===== config.mk =====
export PLATFORM = sky130hd
export DESIGN_NAME = data_req_gen
export DESIGN_NICKNAME = d
export VERILOG_FILES = /design/src/rtl/data_req_gen_pkg.sv /design/src/rtl/data_req_addr_pipe.sv /design/src/rtl/data_req_gen.sv
export SDC_FILE = /design/constraint.sdc
export NUM_CORES = 1
export LEC_CHECK = 0
export CORE_MARGIN = 2
export CORE_UTILIZATION = 44
export DETAILED_ROUTE_END_ITERATION = 7
export PLACE_DENSITY = 0.61
export SLEW_MARGIN = 25
export SYNTH_ARGS = -nofsm -noshare
export SYNTH_HDL_FRONTEND = slang
export SYNTH_HIERARCHICAL = 1
export SYNTH_SLANG_ARGS = --single-unit

===== constraint.sdc =====
create_clock -name clk -period 9 [get_ports clk]
set_input_delay 1.35 -clock clk [delete_from_list [all_inputs] [get_ports clk]]
set_output_delay 1.35 -clock clk [all_outputs]
set_load 0.02 [all_outputs]

===== src/rtl/data_req_gen_pkg.sv =====
// Shared types and width helpers for the convolution feature-map read-address generator.
package data_req_gen_pkg;

    typedef enum logic [1:0] {
        ST_IDLE  = 2'd0,
        ST_RUN   = 2'd1,
        ST_DRAIN = 2'd2,
        ST_DONE  = 2'd3
    } state_t;

    localparam int DEF_ADDR_WIDTH    = 32;
    localparam int DEF_DIM_WIDTH     = 8;
    localparam int DEF_CH_WIDTH      = 8;
    localparam int DEF_KSIZE_WIDTH   = 3;
    localparam int DEF_STRIDE_WIDTH  = 4;
    localparam int DEF_PADDING_WIDTH = 4;

    // Window origins go negative by the padding and overshoot the far edge by a stride.
    localparam int COORD_MARGIN = 2;

    function automatic int coord_width(input int dim_width);
        return dim_width + COORD_MARGIN;
    endfunction

endpackage


===== src/rtl/data_req_addr_pipe.sv =====
// Two-stage address pipeline: S1 holds the pixel index and pad flag, S2 the final HWC address.
module data_req_addr_pipe
    import data_req_gen_pkg::*;
#(
    parameter int ADDR_WIDTH = DEF_ADDR_WIDTH,
    parameter int CH_WIDTH   = DEF_CH_WIDTH
) (
    input  logic                  clk,
    input  logic                  rst,
    input  logic                  en,
    input  logic                  in_valid,
    input  logic                  in_pad,
    input  logic [ADDR_WIDTH-1:0] in_lin,
    input  logic [CH_WIDTH-1:0]   in_ch,
    input  logic [CH_WIDTH-1:0]   cfg_ch,
    input  logic [ADDR_WIDTH-1:0] cfg_base,
    output logic                  s1_valid,
    output logic                  out_valid,
    output logic                  out_pad,
    output logic [ADDR_WIDTH-1:0] out_addr
);

    logic                  s1_pad;
    logic [ADDR_WIDTH-1:0] s1_lin;
    logic [CH_WIDTH-1:0]   s1_ch;
    logic                  s2_valid;
    logic                  s2_pad;
    logic [ADDR_WIDTH-1:0] s2_addr;

    // Both stages share one enable so a stalled slot stays aligned with its pad flag.
    always_ff @(posedge clk or posedge rst) begin
        if (rst) begin
            s1_valid <= 1'b0;
            s1_pad   <= 1'b0;
            s1_lin   <= '0;
            s1_ch    <= '0;
            s2_valid <= 1'b0;
            s2_pad   <= 1'b0;
            s2_addr  <= '0;
        end else if (en) begin
            s1_valid <= in_valid;
            s1_pad   <= in_pad;
            s1_lin   <= in_lin;
            s1_ch    <= in_ch;
            s2_valid <= s1_valid;
            s2_pad   <= s1_pad;
            s2_addr  <= s1_lin * ADDR_WIDTH'(cfg_ch) + ADDR_WIDTH'(s1_ch) + cfg_base;
        end
    end

    assign out_valid = s2_valid;
    assign out_pad   = s2_pad;
    assign out_addr  = s2_addr;

endmodule


===== src/rtl/data_req_gen.sv =====
// Walks the convolution window schedule (wy, wx, ky, kx, c) and issues one read or pad slot per step.
module data_req_gen
    import data_req_gen_pkg::*;
#(
    parameter int ADDR_WIDTH    = DEF_ADDR_WIDTH,
    parameter int DIM_WIDTH     = DEF_DIM_WIDTH,
    parameter int CH_WIDTH      = DEF_CH_WIDTH,
    parameter int KSIZE_WIDTH   = DEF_KSIZE_WIDTH,
    parameter int STRIDE_WIDTH  = DEF_STRIDE_WIDTH,
    parameter int PADDING_WIDTH = DEF_PADDING_WIDTH
) (
    input  logic                     clk,
    input  logic                     rst,
    input  logic                     i_start,
    input  logic                     i_stall,
    input  logic [ADDR_WIDTH-1:0]    i_cfg_base_addr,
    input  logic [DIM_WIDTH-1:0]     i_cfg_in_w,
    input  logic [DIM_WIDTH-1:0]     i_cfg_in_h,
    input  logic [CH_WIDTH-1:0]      i_cfg_in_ch,
    input  logic [KSIZE_WIDTH-1:0]   i_cfg_knl,
    input  logic [STRIDE_WIDTH-1:0]  i_cfg_stride,
    input  logic [PADDING_WIDTH-1:0] i_cfg_pad,
    output logic [ADDR_WIDTH-1:0]    o_addr,
    output logic                     o_rden,
    output logic                     o_pad,
    output logic                     o_busy,
    output logic                     o_done,
    output logic                     o_err
);

    localparam int CW = coord_width(DIM_WIDTH);
    localparam int EW = CW + 2;

    state_t state, state_next;

    logic [ADDR_WIDTH-1:0]    cfg_base;
    logic [DIM_WIDTH-1:0]     cfg_w;
    logic [DIM_WIDTH-1:0]     cfg_h;
    logic [CH_WIDTH-1:0]      cfg_ch;
    logic [KSIZE_WIDTH-1:0]   cfg_knl;
    logic [STRIDE_WIDTH-1:0]  cfg_stride;
    logic [PADDING_WIDTH-1:0] cfg_pad;
    logic                     err_q;

    logic signed [CW-1:0]     wy, wx;
    logic [KSIZE_WIDTH-1:0]   ky, kx;
    logic [CH_WIDTH-1:0]      ch_cnt;

    logic                     start_ok;
    logic                     cfg_bad;
    logic [EW-1:0]            in_knl, in_w2p, in_h2p;
    logic signed [CW-1:0]     neg_pad_in, neg_pad_cfg;

    logic signed [EW-1:0]     wy_e, wx_e, ky_e, kx_e, iy_e, ix_e;
    logic signed [EW-1:0]     knl_e, stride_e, pad_e, w_e, h_e;
    logic                     wy_more, wx_more;
    logic                     c_last, kx_last, ky_last, tap_last, slot_last;
    logic                     tap_pad;
    logic [ADDR_WIDTH-1:0]    tap_lin;
    logic                     advance;

    logic                     s1_valid;
    logic                     out_valid;
    logic                     out_pad;
    logic [ADDR_WIDTH-1:0]    out_addr;

    assign start_ok = (state == ST_IDLE) && i_start;

    // A kernel larger than the padded input would yield zero output pixels, so reject it up front.
    assign in_knl  = EW'(i_cfg_knl);
    assign in_w2p  = EW'(i_cfg_in_w) + EW'(i_cfg_pad) + EW'(i_cfg_pad);
    assign in_h2p  = EW'(i_cfg_in_h) + EW'(i_cfg_pad) + EW'(i_cfg_pad);
    assign cfg_bad = (i_cfg_knl == '0) || (i_cfg_stride == '0) || (i_cfg_in_w == '0) ||
                     (i_cfg_in_h == '0) || (i_cfg_in_ch == '0) ||
                     (in_knl > in_h2p) || (in_knl > in_w2p);

    assign neg_pad_in  = '0 - CW'(i_cfg_pad);
    assign neg_pad_cfg = '0 - CW'(cfg_pad);

    assign wy_e     = EW'(wy);
    assign wx_e     = EW'(wx);
    assign ky_e     = EW'(ky);
    assign kx_e     = EW'(kx);
    assign knl_e    = EW'(cfg_knl);
    assign stride_e = EW'(cfg_stride);
    assign pad_e    = EW'(cfg_pad);
    assign w_e      = EW'(cfg_w);
    assign h_e      = EW'(cfg_h);
    assign iy_e     = wy_e + ky_e;
    assign ix_e     = wx_e + kx_e;

    // Look one stride ahead: the next window must still fit inside the padded frame.
    assign wy_more = (wy_e + stride_e + knl_e) <= (h_e + pad_e);
    assign wx_more = (wx_e + stride_e + knl_e) <= (w_e + pad_e);

    assign c_last    = (ch_cnt == cfg_ch - CH_WIDTH'(1));
    assign kx_last   = (kx == cfg_knl - KSIZE_WIDTH'(1));
    assign ky_last   = (ky == cfg_knl - KSIZE_WIDTH'(1));
    assign tap_last  = c_last && kx_last && ky_last;
    assign slot_last = tap_last && !wx_more && !wy_more;

    assign tap_pad = iy_e[EW-1] || ix_e[EW-1] || (iy_e >= h_e) || (ix_e >= w_e);
    assign tap_lin = tap_pad ? '0 : ADDR_WIDTH'(iy_e) * ADDR_WIDTH'(cfg_w) + ADDR_WIDTH'(ix_e);

    assign advance = (state == ST_RUN) && !i_stall && !slot_last;

    always_ff @(posedge clk or posedge rst) begin
        if (rst) begin
            state <= ST_IDLE;
        end else begin
            state <= state_next;
        end
    end

    always_comb begin
        state_next = state;
        case (state)
            ST_IDLE:  if (i_start) state_next = cfg_bad ? ST_DONE : ST_RUN;
            ST_RUN:   if (!i_stall && slot_last) state_next = ST_DRAIN;
            ST_DRAIN: if (!i_stall && !s1_valid) state_next = ST_DONE;
            ST_DONE:  state_next = ST_IDLE;
            default:  state_next = ST_IDLE;
        endcase
    end

    always_comb begin
        o_busy = 1'b0;
        o_done = 1'b0;
        o_err  = 1'b0;
        o_rden = 1'b0;
        o_pad  = 1'b0;
        o_addr = out_addr;
        o_busy = (state != ST_IDLE);
        o_done = (state == ST_DONE);
        o_err  = (state == ST_DONE) && err_q;
        o_rden = out_valid && !out_pad && !i_stall;
        o_pad  = out_valid && out_pad && !i_stall;
    end

    // Config is captured only on an accepted start so mid-layer input changes have no effect.
    always_ff @(posedge clk or posedge rst) begin
        if (rst) begin
            cfg_base   <= '0;
            cfg_w      <= '0;
            cfg_h      <= '0;
            cfg_ch     <= '0;
            cfg_knl    <= '0;
            cfg_stride <= '0;
            cfg_pad    <= '0;
            err_q      <= 1'b0;
        end else if (start_ok) begin
            err_q <= cfg_bad;
            if (!cfg_bad) begin
                cfg_base   <= i_cfg_base_addr;
                cfg_w      <= i_cfg_in_w;
                cfg_h      <= i_cfg_in_h;
                cfg_ch     <= i_cfg_in_ch;
                cfg_knl    <= i_cfg_knl;
                cfg_stride <= i_cfg_stride;
                cfg_pad    <= i_cfg_pad;
            end
        end
    end

    // Nested odometer, channel innermost; the last slot leaves the counters parked.
    always_ff @(posedge clk or posedge rst) begin
        if (rst) begin
            wy     <= '0;
            wx     <= '0;
            ky     <= '0;
            kx     <= '0;
            ch_cnt <= '0;
        end else if (start_ok) begin
            wy     <= neg_pad_in;
            wx     <= neg_pad_in;
            ky     <= '0;
            kx     <= '0;
            ch_cnt <= '0;
        end else if (advance) begin
            if (!c_last) begin
                ch_cnt <= ch_cnt + CH_WIDTH'(1);
            end else begin
                ch_cnt <= '0;
                if (!kx_last) begin
                    kx <= kx + KSIZE_WIDTH'(1);
                end else begin
                    kx <= '0;
                    if (!ky_last) begin
                        ky <= ky + KSIZE_WIDTH'(1);
                    end else begin
                        ky <= '0;
                        if (wx_more) begin
                            wx <= wx + CW'(cfg_stride);
                        end else begin
                            wx <= neg_pad_cfg;
                            wy <= wy + CW'(cfg_stride);
                        end
                    end
                end
            end
        end
    end

    data_req_addr_pipe #(
        .ADDR_WIDTH (ADDR_WIDTH),
        .CH_WIDTH   (CH_WIDTH)
    ) u_addr_pipe (
        .clk       (clk),
        .rst       (rst),
        .en        (!i_stall),
        .in_valid  (state == ST_RUN),
        .in_pad    (tap_pad),
        .in_lin    (tap_lin),
        .in_ch     (ch_cnt),
        .cfg_ch    (cfg_ch),
        .cfg_base  (cfg_base),
        .s1_valid  (s1_valid),
        .out_valid (out_valid),
        .out_pad   (out_pad),
        .out_addr  (out_addr)
    );

endmodule


==> run summary, run 1 <==
The flow ran to the end, and the final reports show no timing, DRC or antenna violations. The aggregate routed wire length was 56690 um; the final max-slew violation count was 0. For the antenna cell count, the log shows 0.

The die covers 53190 um2. The number of primary I/O pins came out at 108. The logs give 0 for the number of antenna violations at the first check in global routing and 69 for the largest net degree at the start of global routing.

In the final routed layout, each cell accounts on average for 18.77 um. Setup repair after global routing left no endpoint under its margin. In this run, distinct cell masters in the synthesized netlist total 81. The kind of critical path was reg -> reg. Measured along the x axis, the die boundary spans 230.6 um. First-pass GRT wire length: 93580 um. The standard-cell row count came out at 83. Quantity of I/O buffers inserted on ports: 107. The worst pin sits at a relative slew slack of 20.74%.

From synthesis to final layout, the design area changed by 10.65%. The library cells used most frequently in the layout, excluding fill and tap cells, are 291 x sky130_fd_sc_hd__fa_1, 272 x sky130_fd_sc_hd__inv_1, 214 x sky130_fd_sc_hd__ha_1, 193 x sky130_fd_sc_hd__nand2_1, 181 x sky130_fd_sc_hd__and2_1. The commonest register cell after synthesis was sky130_fd_sc_hd__dfrtp_1.

The clock passes through at most 2 buffers. The count of instances resized after the clock tree is built was 0. The path class of the tightest hold or removal check is reg -> reg. The global-route congestion overflow total was 0. The y dimension of the die was 230.6 um. The critical path required time is 9440 ps. The library cell used most frequently in the layout, excluding fill and tap cells, is sky130_fd_sc_hd__fa_1.

In this run the post-CTS setup repair buffer count came out at 0. The final worst setup slack came out at 1512 ps. In this run the standard cell core region covers 51090 um2. At the end of the flow, the number of nets in the layout was 2903.

The post-layout minimum cycle time came out at 7488 ps. The number of buffers created by CTS was 17; the critical-path maximum fanout was 12. The clock arrives with 15.78 ps of skew. TritonCTS built the clock tree.

The number of hold-repair buffers added at the cts stage was 0. Net count after synthesis: 2832. The worst setup path is launched from a register.

For this run, the total global-route usage over all layers was measured as 22.50%. Setup violations remaining at the end of the flow were counted as 0. The tools report the number of global-route vias before repair as 17270. The tools report the number of instances in the synthesized netlist as 2256.

The pre-antenna-repair detailed-routing pass consisted of 7 iterations. The max-capacitance violation count was 0. Using the TritonRoute via totals, the vias-per-cell ratio works out to 5.392. Counting flops with a built-in enable in the synthesized netlist gives 0. Derived from the worst setup path, the maximum achievable clock frequency is 0.1335 GHz.

Clock-pin slew was measured on the worst setup and hold paths at 80 ps. The detailed router's first-iteration violation count was 709; the worst-skew pair later-pin latency was 500 ps. The fraction of layout instances using a drive strength above 1 is 9.786%. In this run the remaining antenna-violating nets after routing total 0. The starting density of the core was 44.23%. The routed layout has 16290 vias.

For the pin with the worst max-slew slack, the measured transition is 1174 ps. For this run, the share of the core covered by cells in the final layout is 48.94%. The H-tree was split into 4 levels.

In the routed design, unresolved DRC markers number 0. The worst setup path is captured at a register. Dividing the synthesized area by the synthesized cell count gives 10.02 um2.

At the end of routability-driven placement, the weighted congestion stood at 0.9153. The logs give 180 for the total number of clock tree sinks and 45810 um for the detailed placement HPWL. The final worst-path cycle share was 83.20%. Adding up every negative setup slack in the final design gives 0 ps.

The synthesized design contains 180 register bits. Master cell of the clock root buffer: sky130_fd_sc_hd__clkbuf_16. The worst slack at placement is 1507 ps. The cell area that synthesis handed to floorplanning was 22600 um2.

The arrival time reported for the critical path endpoint was 7930 ps. Of the synthesized area, sequential elements account for 19.93%. The number of endpoints with negative hold slack in the final report is 0. Yosys printed 6 warnings. In the synthesized netlist the async set-or-reset flop fraction comes to 100.0%.
## path summary, 6_finish.rpt
kind	startpoint	depth (start not counted)	end	slack, ps
max	wy[1]$_DFFE_PP0P_	26	u_addr_pipe/s1_lin[31]$_DFFE_PP0P_	1510
min	u_addr_pipe/out_addr[30]$_DFFE_PP0P_	2	u_addr_pipe/out_addr[30]$_DFFE_PP0P_	480
min in group asynchronous	rst	2	u_addr_pipe/out_pad$_DFFE_PP0P_	1300
max reg2reg	wy[1]$_DFFE_PP0P_	26	u_addr_pipe/s1_lin[31]$_DFFE_PP0P_	1510
max in group asynchronous	rst	3	cfg_w[5]$_DFFE_PP0P_	6380
min reg2reg	u_addr_pipe/out_addr[30]$_DFFE_PP0P_	2	u_addr_pipe/out_addr[30]$_DFFE_PP0P_	480
## cell type report
class	count	area, um2
clock buffers	18	429.2
multi-input cells	1726	16780
flip-flops and latches	180	4504
clock inverters	14	186.4
fillers	4821	26090
repair buffers	123	1204
well taps	680	850.8
inverters	279	1052
## flip-flops by register name, indices dropped and copies added (netlist names), 10 cells and up
register              flops
u_addr_pipe/out_addr     32
wx                       10
u_addr_pipe/s1_lin       32
cfg_base                 32
wy                       10
## synth_stat cells, types with 34 or more instances
cell type / n / area (um2)
sky130_fd_sc_hd__o21ai_0: 41 / 205.2
sky130_fd_sc_hd__and2_1: 181 / 1132
sky130_fd_sc_hd__xor2_1: 34 / 297.8
sky130_fd_sc_hd__nor2_1: 88 / 330.3
sky130_fd_sc_hd__xnor2_1: 100 / 875.8
sky130_fd_sc_hd__inv_1: 275 / 1032
sky130_fd_sc_hd__clkbuf_1: 59 / 221.5
sky130_fd_sc_hd__nand2_1: 193 / 724.4
sky130_fd_sc_hd__a21oi_1: 66 / 330.3
sky130_fd_sc_hd__ha_1: 214 / 2678
sky130_fd_sc_hd__dfrtp_1: 180 / 4504
sky130_fd_sc_hd__mux2_2: 140 / 1577
sky130_fd_sc_hd__a21o_1: 48 / 360.4
sky130_fd_sc_hd__fa_1: 291 / 5826
## critical path: stages (launching register included)
cell and delay (ps):
sky130_fd_sc_hd__dfrtp_1 470, sky130_fd_sc_hd__ha_1 330, sky130_fd_sc_hd__a21o_1 110, sky130_fd_sc_hd__a21oi_1 100
sky130_fd_sc_hd__nand3b_1 240, sky130_fd_sc_hd__xnor2_1 630, sky130_fd_sc_hd__nand2_1 180, sky130_fd_sc_hd__fa_1 570
sky130_fd_sc_hd__inv_1 60, sky130_fd_sc_hd__fa_1 510, sky130_fd_sc_hd__inv_1 50, sky130_fd_sc_hd__fa_1 470
sky130_fd_sc_hd__inv_1 50, sky130_fd_sc_hd__fa_1 530, sky130_fd_sc_hd__inv_1 50, sky130_fd_sc_hd__fa_1 520
sky130_fd_sc_hd__inv_1 40, sky130_fd_sc_hd__ha_1 360, sky130_fd_sc_hd__nand3_1 120, sky130_fd_sc_hd__nor4_1 240
sky130_fd_sc_hd__nor2_1 100, sky130_fd_sc_hd__a31oi_1 310, sky130_fd_sc_hd__o21a_1 170, sky130_fd_sc_hd__a41oi_1 140
sky130_fd_sc_hd__xnor2_1 230, sky130_fd_sc_hd__nor2_1 550, sky130_fd_sc_hd__mux2_2 280
## kinds of logic (layout without fill, tap and decap cells)
| group | Yosys count | count (layout) | share of synthesized area, % |
|---|---|---|---|
| flops | 180 | 180 | 19.93 |
| compound gates | 306 | 306 | 9.528 |
| xor+xnor | 134 | 134 | 5.193 |
| mux | 159 | 159 | 7.928 |
| fa+ha+maj | 505 | 505 | 37.63 |
| simple gates | 622 | 622 | 13.96 |
| buf+inv | 350 | 434 | 5.830 |
## layer usage
metal / up-vias / GRT usage [%] / part of all wire, %
li1: 7617 / - / -
met1: 8264 / 28.81 / 44
met2: 317 / 38.33 / 49
met3: 87 / 3.372 / 3.5
met4: 0 / 8.871 / 3.3
met5: - / 0 / 0
## stage by stage
stage / std cells / cell area [um2] / hold slack (ps)
floorplan: 2256 / 22600 / 456.0
global route: 3020 / 25010 / 517.6
finish: 3020 / 25010 / 482.7
detailed placement: 2987 / 24370 / 472.9
global placement: 2987 / 24370 / 481.1
CTS: 3019 / 24990 / 490.4
Power of run 1 is left out: the tool's default activity adds up to more than one toggle a clock period on the data nets, which glitch-free logic cannot reach.
==> run 2: changes to the inputs <==
--- a/config.mk
+++ b/config.mk
@@ -8,7 +8,7 @@
 export CORE_MARGIN = 2
 export CORE_UTILIZATION = 44
 export DETAILED_ROUTE_END_ITERATION = 7
-export PLACE_DENSITY = 0.61
+export PLACE_DENSITY = 0.64
 export SLEW_MARGIN = 25
 export SYNTH_ARGS = -nofsm -noshare
 export SYNTH_HDL_FRONTEND = slang
==> constraint.sdc (replaced) <==
create_clock -name clk -period 6.29 [get_ports clk]
set_input_delay 0.9435 -clock clk [delete_from_list [all_inputs] [get_ports clk]]
set_output_delay 0.9435 -clock clk [all_outputs]
set_load 0.02 [all_outputs]
==> run summary, run 2 (synthesis gave the netlist of run 1 again) <==
The setup slack on the worst flop-to-flop path came out at -130 ps. The wire-length estimate of the detail-placed layout is 48210 um. The number of buffers created by CTS is 17.

The clock tree synthesis step divided the H-tree into 4 levels. For the final antenna-violating net count, the log shows 0. TritonCTS built the clock tree. The type of element launching the critical path is a register.

The post-layout minimum cycle time is 6420 ps, and the critical-path maximum fanout is 4. The antenna cell count was 0; the critical path required time was 6680 ps. The reg-to-reg startpoint is wy[0]$_DFFE_PP0P_. The logs give 17920 for the number of global-route vias before repair and 6810 ps for the arrival time reported for the critical path endpoint.

Clock-pin slew was measured on the worst setup and hold paths at 70 ps. Number of endpoints with negative hold slack in the final report: 0. Setup repair after global routing could not meet its margin everywhere. For the pin with the worst max-slew slack, the measured transition is 972.7 ps. Fraction of layout instances using a drive strength above 1: 16.19%. In this run the deepest clock path goes through 2 buffers. The floorplan step defined a die boundary enclosing 53190 um2.

The core outline area is 51090 um2. The leading cell type in the layout, fill and taps excluded was sky130_fd_sc_hd__fa_1. After global routing the overflow that remains totals 0.

The clock net in this run drives a total of 180 sinks. The chip width was 230.6 um. Library cell contributing the largest single delay on the critical path: sky130_fd_sc_hd__fa_1. In this design, the stage delay of the slowest critical-path cell is 540 ps. The total vias in the final route is 16780. The aggregate routed wire length was 59300 um. Measured along the y axis, the die boundary spans 230.6 um. The tools report the number of antenna violations at the first check in global routing as 0. The critical path in this run is classified as reg -> reg. Measured against its own limit, the worst slew margin works out to 34.85%. The run gives 18 as the setup violation total in the final timing report. The worst setup path is captured at a register. The number of placed instances with taps included is 3079.

The library cell appearing most often on the critical path is sky130_fd_sc_hd__fa_1. The checks that failed: setup timing. The number of cells traversed by the worst hold path was 1. The worst path uses 102.1% of the clock period.

The detail-routed via count per cell came out at 5.357. In the final timing run, aggregate negative setup slack is -1979 ps. The largest net degree at the start of global routing was 57; the average wire per standard cell was 18.93 um. The floorplan has 83 rows. The startpoint identified for the worst hold timing path is u_addr_pipe/out_addr[22]$_DFFE_PP0P_. The run gives 0 as the number of hold-repair buffers added at the cts stage. The worst register-to-register path ends at u_addr_pipe/s1_lin[19]$_DFFE_PP0P_.

The kind of cell with the highest combined delay along the critical path is adder cells. The remaining routing DRC violations was 0; the number of primary I/O pins was 108. For the worst flop-to-flop path, the logic depth is 29.

The capture endpoint of the worst hold path was u_addr_pipe/out_addr[22]$_DFFE_PP0P_. Port buffering added 107 buffers. Routability-driven placement finished with a final weighted congestion of 0.9458. Before antenna repair, the detailed router went through 5 iterations.

The number of filler cells placed in the layout is 4712, and the worst-skew pair later-pin latency is 510 ps. Across the run, the number of max-cap violations was 0. The buffering stage count on the worst path with inverters included was 8. The run gives 44.23% as the starting density of the core. The final max-slew violation count is 0. Across every metal layer, demand over resource in global routing totals 23.36%. The flow ran to the end, but the final reports show violations.

In this run the clock root is driven by a sky130_fd_sc_hd__clkbuf_16. The first-pass GRT wire length was 96750 um. Class of the most critical hold timing path: reg -> reg.

The area growth from synthesis to layout is 15.79%. For this run, the top clock speed supported by timing is 0.1558 GHz. The detailed router's first-iteration violation count was 1015.

The count of cells in the finished layout, fillers not included, comes to 3132. The final worst setup slack is -130.5 ps. The top cell types in the final layout, fill and taps aside, are 288 x sky130_fd_sc_hd__fa_1, 263 x sky130_fd_sc_hd__inv_1, 206 x sky130_fd_sc_hd__ha_1, 190 x sky130_fd_sc_hd__nand2_1, 181 x sky130_fd_sc_hd__and2_1. Between clock sinks in the finished design, the worst skew comes to 12.83 ps. The net count of the finished layout was 3015.
-- run 2: cell types whose count changed in the layout (fill, tap and decap cells not counted), sizes merged --
cell | before | now
inv | 284 | 280
clkinv | 6 | 8
buf | 16 | 127
clkinvlp | 0 | 4
nor2 | 89 | 90
bufinv | 3 | 1
-- run 2: layer usage --
metal,vias up,GRT usage [%],routed length (um)
met4,0,8.125,1758
met5,-,0,0
met3,91,3.261,2073
li1,7841,-,-
met1,8485,29.38,25260
met2,361,41.11,30210
-- run 2: through the flow --
stage	util (%)	area (um2)	worst slack, ps	hold slack [ps]
global route	51.21	26170	-420.9	523.2
finish	51.21	26170	-130.5	503.5
global placement	49.18	25130	-252.3	479.6
floorplan	-	22670	-13.77	456.0
detailed placement	49.18	25130	-476.7	485.5
CTS	50.82	25960	-203.5	503.7
-- run 2: repair_timing --
action	4_1_cts	5_1_grt
gates cloned	1	0
buffers inserted	11	9
pin swaps	41	40
gates resized for setup	35	35
endpoints found under the setup margin	21	28
-- run 2: worst max-delay path by stage --
stage | startpoint | to | slack [ps] | cells after the start
after global placement | wy[0]$_DFFE_PP0P_ | u_addr_pipe/s1_lin[17]$_DFFE_PP0P_ | -250 | 26
after CTS | ky[1]$_DFFE_PP0P_ | u_addr_pipe/s1_lin[19]$_DFFE_PP0P_ | -200 | 27
after detailed placement | wy[0]$_DFFE_PP0P_ | u_addr_pipe/s1_lin[19]$_DFFE_PP0P_ | -480 | 26
final | wy[0]$_DFFE_PP0P_ | u_addr_pipe/s1_lin[19]$_DFFE_PP0P_ | -130 | 29
after floorplan | ky[0]$_DFFE_PP0P_ | u_addr_pipe/s1_lin[19]$_DFFE_PP0P_ | -10 | 24
after global routing | ky[1]$_DFFE_PP0P_ | u_addr_pipe/s1_lin[19]$_DFFE_PP0P_ | -420 | 26
-- run 2: worst reg2reg max path, delay by kind of cell, from the launching register on --
| kind | cells | cell delay (ps) |
|---|---|---|
| DFF | 1 | 380 |
| xor gates and xnor gates | 2 | 300 |
| buffers and inverters | 8 | 760 |
| AOI/OAI and AO/OA | 8 | 1340 |
| and+or+nand+nor | 3 | 270 |
| muxes | 1 | 280 |
| adders and majority gates | 7 | 2990 |
-- run 2: final cells by class --
| class | count | area [um2] | share of cell area (%) |
|---|---|---|---|
| multi-input cells | 1727 | 17130 | 65.45 |
| clock buffers | 18 | 429.2 | 1.640 |
| flip-flops and latches | 180 | 4506 | 17.22 |
| clock inverters | 14 | 148.9 | 0.5690 |
| inverters | 279 | 1052 | 4.021 |
| repair buffers | 234 | 2054 | 7.851 |
| well taps | 680 | 850.8 | 3.251 |
Power of run 2 is left out for the same reason.
